**src/rtl/bure_pkg.sv**
```systemverilog
// Shared fetch-path widths, decode-facing entry type and small helpers.
package bure_pkg;

    localparam int BURE_ADDR_W  = 32;
    localparam int BURE_INSTR_W = 32;
    localparam int INSTR_BYTES  = BURE_INSTR_W / 8;

    typedef struct packed {
        logic [BURE_INSTR_W-1:0] instr;
        logic [BURE_ADDR_W-1:0]  pc;
    } fetch_entry_t;

    function automatic int ptr_w(input int n);
        return (n > 1) ? $clog2(n) : 1;
    endfunction

endpackage

```
**src/rtl/bure_sync_fifo.sv**
```systemverilog
// Synchronous FIFO with flush, occupancy count and full/empty flags.
module bure_sync_fifo
    import bure_pkg::*;
#(
    parameter int WIDTH = 8,
    parameter int DEPTH = 4
) (
    input  logic                       clk,
    input  logic                       rst_n,
    input  logic                       flush,
    input  logic                       push,
    input  logic [WIDTH-1:0]           wdata,
    input  logic                       pop,
    output logic [WIDTH-1:0]           rdata,
    output logic [$clog2(DEPTH+1)-1:0] count,
    output logic                       full,
    output logic                       empty
);

    localparam int PW = ptr_w(DEPTH);
    localparam int CW = $clog2(DEPTH + 1);

    logic [WIDTH-1:0] mem [DEPTH];
    logic [PW-1:0]    wptr;
    logic [PW-1:0]    rptr;

    function automatic logic [PW-1:0] nxt(input logic [PW-1:0] p);
        return (p == PW'(DEPTH - 1)) ? '0 : p + 1'b1;
    endfunction

    always_ff @(posedge clk or negedge rst_n) begin
        if (!rst_n) begin
            wptr  <= '0;
            rptr  <= '0;
            count <= '0;
        end else if (flush) begin
            wptr  <= '0;
            rptr  <= '0;
            count <= '0;
        end else begin
            if (push) wptr <= nxt(wptr);
            if (pop)  rptr <= nxt(rptr);
            count <= count + CW'(push) - CW'(pop);
        end
    end

    always_ff @(posedge clk) begin
        if (push && !flush) mem[wptr] <= wdata;
    end

    assign rdata = mem[rptr];
    assign full  = (count == CW'(DEPTH));
    assign empty = (count == '0);

endmodule

```
**src/rtl/bure_ifetch_buf.sv**
```systemverilog
// Pipelined fetch with prefetch queue and redirect flush.
// Optional macro BURE_IFETCH_BYPASS_EN: zero-latency response path to decode.
module bure_ifetch_buf
    import bure_pkg::*;
#(
    parameter int ADDR_WIDTH      = BURE_ADDR_W,
    parameter int INSTR_WIDTH     = BURE_INSTR_W,
    parameter int DEPTH           = 4,
    parameter int MAX_OUTSTANDING = 2,
    parameter logic [ADDR_WIDTH-1:0] RESET_PC = '0
) (
    input  logic                   i_clk,
    input  logic                   i_rstn,
    input  logic                   i_redirect,
    input  logic [ADDR_WIDTH-1:0]  i_redirect_pc,
    output logic                   o_imem_req,
    output logic [ADDR_WIDTH-1:0]  o_imem_addr,
    input  logic                   i_imem_gnt,
    input  logic                   i_imem_rvalid,
    input  logic [INSTR_WIDTH-1:0] i_imem_rdata,
    output logic                   o_instr_valid,
    output logic [INSTR_WIDTH-1:0] o_instr,
    output logic [ADDR_WIDTH-1:0]  o_instr_pc,
    input  logic                   i_instr_ready
);

    localparam int STEP = INSTR_WIDTH / 8;
    localparam int CW   = $clog2(DEPTH + 1);
    localparam int OW   = $clog2(MAX_OUTSTANDING + 1);
    localparam int EW   = INSTR_WIDTH + ADDR_WIDTH;
    localparam logic [ADDR_WIDTH-1:0] ALIGN = ~ADDR_WIDTH'(STEP - 1);

    logic [ADDR_WIDTH-1:0] pc;
    logic [ADDR_WIDTH-1:0] req_pc;
    logic [OW-1:0]         discard;
    logic [OW-1:0]         inflight;
    logic [CW-1:0]         q_count;
    logic [CW:0]           occ;
    logic [EW-1:0]         q_head;
    logic q_full, q_empty, af_full, af_empty;
    logic rv, fire, fresh, q_push, q_pop;

    // Credit: queued + in flight never exceeds DEPTH, so every response fits.
    assign occ        = {1'b0, q_count} + (CW+1)'(inflight);
    assign o_imem_req = i_rstn && !i_redirect && !af_full
                        && (occ < (CW+1)'(DEPTH));
    assign o_imem_addr = pc;
    assign fire  = o_imem_req && i_imem_gnt;
    assign rv    = i_imem_rvalid && !af_empty;
    assign fresh = rv && (discard == '0) && !i_redirect;
    assign q_pop = !q_empty && i_instr_ready && !i_redirect;

`ifdef BURE_IFETCH_BYPASS_EN
    logic take_byp;
    assign take_byp      = fresh && q_empty;
    assign q_push        = fresh && !(take_byp && i_instr_ready);
    assign o_instr_valid = !q_empty || take_byp;
    assign {o_instr, o_instr_pc} = take_byp ? {i_imem_rdata, req_pc} : q_head;
`else
    assign q_push        = fresh;
    assign o_instr_valid = !q_empty;
    assign {o_instr, o_instr_pc} = q_head;
`endif

    always_ff @(posedge i_clk or negedge i_rstn) begin
        if (!i_rstn) begin
            pc      <= RESET_PC;
            discard <= '0;
        end else if (i_redirect) begin
            pc      <= i_redirect_pc & ALIGN;
            discard <= inflight - OW'(rv);
        end else begin
            if (fire) pc <= pc + ADDR_WIDTH'(STEP);
            if (rv && discard != '0) discard <= discard - 1'b1;
        end
    end

    bure_sync_fifo #(.WIDTH(EW), .DEPTH(DEPTH)) u_queue (
        .clk   (i_clk),
        .rst_n (i_rstn),
        .flush (i_redirect),
        .push  (q_push),
        .wdata ({i_imem_rdata, req_pc}),
        .pop   (q_pop),
        .rdata (q_head),
        .count (q_count),
        .full  (q_full),
        .empty (q_empty)
    );

    // Stale responses still retire their address, so this FIFO never flushes.
    bure_sync_fifo #(.WIDTH(ADDR_WIDTH), .DEPTH(MAX_OUTSTANDING)) u_inflight (
        .clk   (i_clk),
        .rst_n (i_rstn),
        .flush (1'b0),
        .push  (fire),
        .wdata (pc),
        .pop   (rv),
        .rdata (req_pc),
        .count (inflight),
        .full  (af_full),
        .empty (af_empty)
    );

    a_rv_legal: assert property (@(posedge i_clk) disable iff (!i_rstn)
        i_imem_rvalid |-> !af_empty);

    a_no_ovf: assert property (@(posedge i_clk) disable iff (!i_rstn)
        q_push |-> (!q_full || q_pop));

endmodule

```
**config.mk**
```make
export PLATFORM = sky130hd
export DESIGN_NAME = bure_ifetch_buf
export DESIGN_NICKNAME = d
export VERILOG_FILES = /design/src/rtl/bure_pkg.sv /design/src/rtl/bure_sync_fifo.sv /design/src/rtl/bure_ifetch_buf.sv
export SDC_FILE = /design/constraint.sdc
export NUM_CORES = 1
export LEC_CHECK = 0
export CAP_MARGIN = 40
export CORE_ASPECT_RATIO = 1.2
export CORE_MARGIN = 4
export CORE_UTILIZATION = 55
export DETAILED_ROUTE_END_ITERATION = 10
export HOLD_SLACK_MARGIN = 0.1
export PLACE_DENSITY = 0.77
export REMOVE_ABC_BUFFERS = 1
export SLEW_MARGIN = 20
export SYNTH_ARGS = -nofsm -noshare
export SYNTH_HDL_FRONTEND = slang
export SYNTH_SLANG_ARGS = --single-unit
```
**constraint.sdc**
```tcl
create_clock -name i_clk -period 3.3 [get_ports i_clk]
set_input_delay 0.495 -clock i_clk [delete_from_list [all_inputs] [get_ports i_clk]]
set_output_delay 0.495 -clock i_clk [all_outputs]
set_load 0.01 [all_outputs]
```
==> results of run 1 <==
==> layout make-up <==
| class | instances | area, um^2 |
|---|---|---|
| fillers | 1525 | 7291 |
| clock buffers | 43 | 948.4 |
| inverters | 15 | 56.30 |
| multi-input cells | 313 | 3142 |
| repair buffers | 186 | 1902 |
| flip-flops and latches | 351 | 10330 |
| clock inverters | 15 | 133.9 |
| well taps | 320 | 400.4 |
==> synthesized netlist by cell type (all sizes together) (10+ instances only) <==
library cell | instances | area share
edfxtp | 308 | 0.68
mux4 | 62 | 0.10
dfrtp | 43 | 0.079
nand2 | 37 | 0.010
mux2 | 30 | 0.025
o21ai | 24 | 0.0088
nand3 | 23 | 0.0084
nor2 | 22 | 0.0060
buf | 17 | 0.0073
clkbuf | 17 | 0.0047
inv | 15 | 0.0041
ha | 12 | 0.011
o211ai | 10 | 0.0059
==> sequential cells by signal, indices dropped and copies added (netlist names) <==
| signal | cells |
|---|---|
| discard | 2 |
| o_imem_addr | 30 |
| u_inflight.count | 2 |
| u_inflight.mem | 60 |
| u_inflight.rptr | 1 |
| u_inflight.wptr | 1 |
| u_queue.count | 3 |
| u_queue.mem | 248 |
| u_queue.rptr | 2 |
| u_queue.wptr | 2 |
==> cell families (layout without fill, tap and decap cells) <==
group,Yosys count,count (layout)
buffers and inverters,49,259
muxes,95,95
xor gates and xnor gates,8,8
DFF,351,351
other,1,4
and+or+nand+nor,132,132
AOI/OAI and AO/OA,61,61
adders and majority gates,13,13
==> power by group through the flow <==
stage / Sequential [mW] / Combinational, mW / Clock [mW]
floorplan: 5.64 / 1.15 / 0
global placement: 5.57 / 2.20 / 0
detailed placement: 5.60 / 2.26 / 0
CTS: 5.51 / 2.29 / 3.80
global route: 5.51 / 2.48 / 4.01
finish: 5.48 / 2.30 / 3.71
==> through the flow <==
| step | utilization | area [um^2] | setup WS, ps |
|---|---|---|---|
| finish | 0.6988 | 16910 | 317.3 |
| global route | 0.6988 | 16910 | 200.6 |
| CTS | 0.6979 | 16890 | 64.07 |
| detailed placement | 0.6532 | 15810 | 464.5 |
| global placement | 0.6529 | 15800 | 529.1 |
| floorplan | - | 13510 | -415.3 |
==> worst paths after layout <==
check,to,cells past startpoint
setup / recovery,o_instr_pc[15],3
hold / removal,u_queue.count[2]$_DFF_PN0_,2
max in group asynchronous,u_queue.rptr[0]$_DFFE_PN0P_,2
setup reg to reg,u_queue.count[2]$_DFF_PN0_,10
min in group i_clk,u_queue.count[2]$_DFF_PN0_,2
hold reg to reg,u_inflight.wptr$_DFFE_PN0P_,1
==> repair_timing <==
| action | 4_1_cts | 5_1_grt |
|---|---|---|
| setup buffers | 0 | 1 |
| hold endpoints to repair | 0 | 0 |
| endpoints found under the setup margin | 0 | 5 |
==> worst register-to-register path: cells and delay by family (launching register included) <==
kind	cells	cell delay [ps]
and+or+nand+nor	4	790
DFF	1	430
buffers and inverters	2	110
xor gates and xnor gates	1	160
adders and majority gates	3	800
==> layer usage <==
| layer | vias to the layer above | wire (um) | global-route usage |
|---|---|---|---|
| li1 | 3220 | - | - |
| met1 | 3690 | 11020 | 0.2708 |
| met2 | 279 | 13550 | 0.3221 |
| met3 | 43 | 1446 | 0.03531 |
| met4 | 0 | 437 | 0.04748 |
| met5 | - | 0 | 0 |
==> flow_metrics.env, run 1 <==
export IMPL_slowest_delay_ps=770
export IMPL_avgSynthCellArea_um2=19.24
export IMPL_die_y_um=180.7
export IMPL_fin_skew_ps=16.68
export IMPL_synthFlopType="edfxtp_1"
export IMPL_slew_viol_final=0
export IMPL_status="complete, no violations"
export IMPL_clk_latency_ps=500
export IMPL_mostFrequentLayoutCell="edfxtp_1"
export IMPL_via_per_inst=5.818
export IMPL_grt_overflow_total=0
export IMPL_die_area_um2=27440
export IMPL_synth_seq_cells=351
export IMPL_ioPinCount=168
export IMPL_leakage_nw=5.648
export IMPL_synth_top_family_by_area="multiplexers"
export IMPL_antennaDiodeCount=0
export IMPL_path_clk_slew_ps=60
export IMPL_critical_path_class="reg -> out"
export IMPL_slew_headroom=0.5921
export IMPL_worst_pin_slew_ps=608.5
export IMPL_wl_per_cell_um=21.28
export IMPL_num_vias=7232
export IMPL_hold_violations=0
export IMPL_drtAntennaViolNets=0
export IMPL_rsz0062_at_grt="no"
export IMPL_core_um2=24200
export IMPL_power_frac_comb=0.200
export IMPL_grt_pass1_vias=7600
export IMPL_port_buffers=161
export IMPL_setup_tns_final_ps=0
export IMPL_grt_pass1_wl_um=42580
export IMPL_antenna_found_initial=0
export IMPL_drive_gt1_frac=0.1939
export IMPL_cap_violations=0
export IMPL_wl_um=26450
export IMPL_p_seq_frac=0.477
export IMPL_clk_path_buf_depth=3
export IMPL_hold_ws_ps=114.3
export IMPL_dp_cells=1184
export IMPL_gp_routability_congestion=0.8100
export IMPL_drtIter0Drc=581
export IMPL_synth_mux_area_frac=0.1291
export IMPL_p_total_mw=11.49
export IMPL_detailed_place_hpwl_um=17270
export IMPL_path_max_fanout=20
export IMPL_synth_warnings=0
export IMPL_rr_startpoint="u_queue.count[1]$_DFF_PN0_"
export IMPL_setup_viol=0
export IMPL_critical_path_required_ps=2800
export IMPL_final_nets=984
export IMPL_power_share_clock=0.323
export IMPL_synth_compound_area_frac=0.02976
export IMPL_critPathArrivalTime_ps=2490
export IMPL_drcViolationCount=0
export IMPL_firstDrtPassIters=5
export IMPL_tritoncts="built"
export IMPL_rows=62
export IMPL_max_freq_ghz=0.3353
export IMPL_internal_power_mw=8.687
export IMPL_endpoint_kind="output pin"
export IMPL_slowest_stage="dfrtp_2"
export IMPL_start_kind="flip-flop"
export IMPL_post_cts_resized=0
export IMPL_power_density_nw_per_um2=679.4
export IMPL_startpoint="u_queue.rptr[1]$_DFFE_PN0P_"
export IMPL_root_buffer="clkbuf_16"
export IMPL_synth_xor_area_frac=0.005128
export IMPL_start_util=0.5645
export IMPL_die_width_um=151.9
export IMPL_cts_hold_fix_buffers=0
export IMPL_syn_cell_area_um2=13660
export IMPL_cts_buffers=34
export IMPL_track_usage=0.1936
export IMPL_switching_share=0.2440
export IMPL_reg2reg_slack_ps=890
export IMPL_ys_seq_area_frac=0.7557
export IMPL_htreeDepth=2
export IMPL_synth_adder_area_share=0.01245
export IMPL_finalCritPeriodShare=0.9038
export IMPL_crit_buf_inv=2
export IMPL_crit_chain="buf_4 -> mux4_2 -> clkdlybuf4s50_1"
export IMPL_crit_family="buffers and inverters"
export IMPL_ir_drop_mv=0.3856
export IMPL_synthCells=710
export IMPL_syn_to_final_growth_pct=23.78
export IMPL_synth_edff_count=308
export IMPL_hp_class="in -> async"
export IMPL_synth_distinct_cells=49
export IMPL_final_cells=1243
export IMPL_clock_sinks=351
export IMPL_p_sw_mw=2.804
export IMPL_async_flop_share=0.1225
export IMPL_final_cell_mix="edfxtp_1, clkdlybuf4s50_1, mux4_2"
export IMPL_finalCriticalPeriod_ps=2983
export IMPL_synthSimpleGateAreaFrac=0.05147
export IMPL_grt_max_degree=46
Power figures use the tool's default switching activity.
==> inputs of run 2 (changes only) <==
--- a/config.mk
+++ b/config.mk
@@ -8,10 +8,10 @@
 export CAP_MARGIN = 40
 export CORE_ASPECT_RATIO = 1.2
 export CORE_MARGIN = 4
-export CORE_UTILIZATION = 55
+export CORE_UTILIZATION = 48
 export DETAILED_ROUTE_END_ITERATION = 10
 export HOLD_SLACK_MARGIN = 0.1
-export PLACE_DENSITY = 0.77
+export PLACE_DENSITY = 0.68
 export REMOVE_ABC_BUFFERS = 1
 export SLEW_MARGIN = 20
 export SYNTH_ARGS = -nofsm -noshare
==> run 2 against run 1 <==
- die area increased by 14%
- worst setup slack got worse by 90 ps
- wire length decreased by 1.2%
- utilization decreased by 9.0 points
- largest power group unchanged
==> flow_metrics.env, run 2 (synthesis gave the netlist of run 1 again) <==
export IMPL_status="complete, no violations"
export IMPL_htreeDepth=2
export IMPL_crit_buf_inv=2
export IMPL_final_cells=1304
export IMPL_fin_skew_ps=10.26
export IMPL_drive_gt1_frac=0.1957
export IMPL_drcViolationCount=0
export IMPL_slowest_stage="dfrtp_4"
export IMPL_critPathArrivalTime_ps=2580
export IMPL_timing_rr_end="u_queue.count[2]$_DFF_PN0_"
export IMPL_hold_ws_ps=116.0
export IMPL_wl_um=26140
export IMPL_syn_to_final_growth_pct=24.65
export IMPL_grt_overflow_total=0
export IMPL_cts_hold_fix_buffers=0
export IMPL_core_um2=28000
export IMPL_dp_cells=1242
export IMPL_multi_input_area_um2=3142
export IMPL_root_buffer="clkbuf_16"
export IMPL_dpl_instance_area_um2=15920
export IMPL_endpoint_kind="output pin"
export IMPL_largest_reg_flops=248
export IMPL_max_freq_ghz=0.3254
export IMPL_via_per_inst=5.384
export IMPL_final_cell_mix="edfxtp_1, clkdlybuf4s50_1, mux4_2"
export IMPL_cts_setup_buffers=0
export IMPL_path_clk_slew_ps=60
export IMPL_fillCellCount=2133
export IMPL_setup_viol=0
export IMPL_critical_path_class="reg -> out"
export IMPL_top_register="u_queue.mem"
export IMPL_p_sw_mw=2.803
export IMPL_die_y_um=192.8
export IMPL_rsz0062_at_grt="no"
export IMPL_path_max_fanout=19
export IMPL_tritoncts="built"
export IMPL_reg2reg_depth=10
export IMPL_post_cts_resized=0
export IMPL_num_vias=7021
export IMPL_grt_pass1_vias=7352
export IMPL_antennaDiodeCount=0
export IMPL_clk_latency_ps=500
export IMPL_switching_share=0.2425
export IMPL_p_total_mw=11.56
export IMPL_crit_family="buffers and inverters"
export IMPL_slowest_delay_ps=720
export IMPL_die_width_um=162.0
export IMPL_reg2reg_slack_ps=930
export IMPL_p_seq_frac=0.475
export IMPL_drtAntennaViolNets=0
export IMPL_slew_headroom=0.5270
export IMPL_die_area_um2=31240
export IMPL_final_area_um2=17030
export IMPL_power_share_clock=0.329
export IMPL_power_density_nw_per_um2=678.7
export IMPL_crit_chain="buf_12 -> mux4_2 -> clkdlybuf4s50_1"
export IMPL_firstDrtPassIters=6
export IMPL_leakage_nw=5.674
export IMPL_track_usage=0.1722
export IMPL_gp_routability_congestion=0.7581
export IMPL_critical_path_required_ps=2800
export IMPL_regArea_um2=10330
export IMPL_power_frac_comb=0.196
export IMPL_worst_pin_slew_ps=707.0
export IMPL_start_kind="flip-flop"
export IMPL_setup_ws_ps=227.0
export IMPL_grt_pass1_wl_um=41660
export IMPL_grt_max_degree=49
export IMPL_final_core_util=0.6083
export IMPL_rr_startpoint="u_queue.count[1]$_DFF_PN0_"
export IMPL_antenna_found_initial=0
export IMPL_drtIter0Drc=299
export IMPL_ir_drop_mv=0.3377
export IMPL_finalCritPeriodShare=0.9312
export IMPL_internal_power_mw=8.755
export IMPL_finalCriticalPeriod_ps=3073
export IMPL_dp_slack_ps=568.5
export IMPL_setup_tns_final_ps=0
export IMPL_port_buffers=161
export IMPL_cap_violations=0
export IMPL_clock_sinks=351
export IMPL_rows=67
export IMPL_wl_per_cell_um=20.05
export IMPL_start_util=0.4880
export IMPL_final_nets=982
export IMPL_slew_viol_final=0
export IMPL_cts_buffers=34
export IMPL_ioPinCount=168
export IMPL_hold_violations=0
export IMPL_detailed_place_hpwl_um=17010
export IMPL_clk_path_buf_depth=3
export IMPL_hp_class="in -> async"
export IMPL_mostFrequentLayoutCell="edfxtp_1"
## run 2: changes by cell type in the layout (fill, tap and decap cells not counted), sizes merged
cell      change
buf           -2
clkinvlp      -2
inv           -1
bufinv        +1
clkinv        +6
## run 2: layout make-up
cell class	instances	share of cell area
Tap cell	379	0.02784
Sequential cell	351	0.6067
Inverter	15	0.003306
Multi-Input combinational cell	313	0.1845
Clock buffer	43	0.05569
Clock inverter	19	0.009771
Timing Repair Buffer	184	0.1123
## run 2: layer usage
layer  track usage  up-vias  part of all wire  routed length [um]
li1              -     3223                 -                   -
met1        0.2304     3567              0.43               11160
met2        0.2957      190              0.51               13280
met3       0.02884       41             0.046                1205
met4       0.04784        0             0.019                 492
met5             0        -                 0                   0
## run 2: worst register-to-register path, stage by stage, from the launching register on
cell and delay, ps:
dfrtp_1 430, or3_1 490, nand2_1 160, nor2_1 60, ha_1 270, inv_1 60, ha_1 140, inv_1 50
fa_1 370, xnor2_1 170, nor2_1 60
## run 2: power groups by stage
stage               registers [mW]  clock network (mW)  logic, mW
floorplan                     5.64                   0       1.15
global placement              5.57                   0       2.28
detailed placement            5.59                   0       2.30
CTS                           5.50                3.90       2.31
global route                  5.53                4.11       2.47
finish                        5.49                3.80       2.26
## run 2: how the worst max path moves through the flow
| stage | from | end | slack [ps] | cells after the start |
|---|---|---|---|---|
| 5_1_grt | u_queue.rptr[0]$_DFFE_PN0P_ | o_instr[27] | 70 | 3 |
| 3_5_place_dp | i_imem_rvalid | u_queue.mem[3][60]$_DFFE_PP_ | 570 | 7 |
| 4_1_cts | u_queue.rptr[0]$_DFFE_PN0P_ | o_instr[27] | 140 | 3 |
| 2_1_floorplan | u_queue.rptr[0]$_DFFE_PN0P_ | o_instr[0] | -420 | 1 |
| 6_report | u_queue.rptr[0]$_DFFE_PN0P_ | o_instr_pc[16] | 230 | 3 |
| 3_3_place_gp | i_imem_rvalid | u_queue.mem[1][60]$_DFFE_PP_ | 610 | 7 |
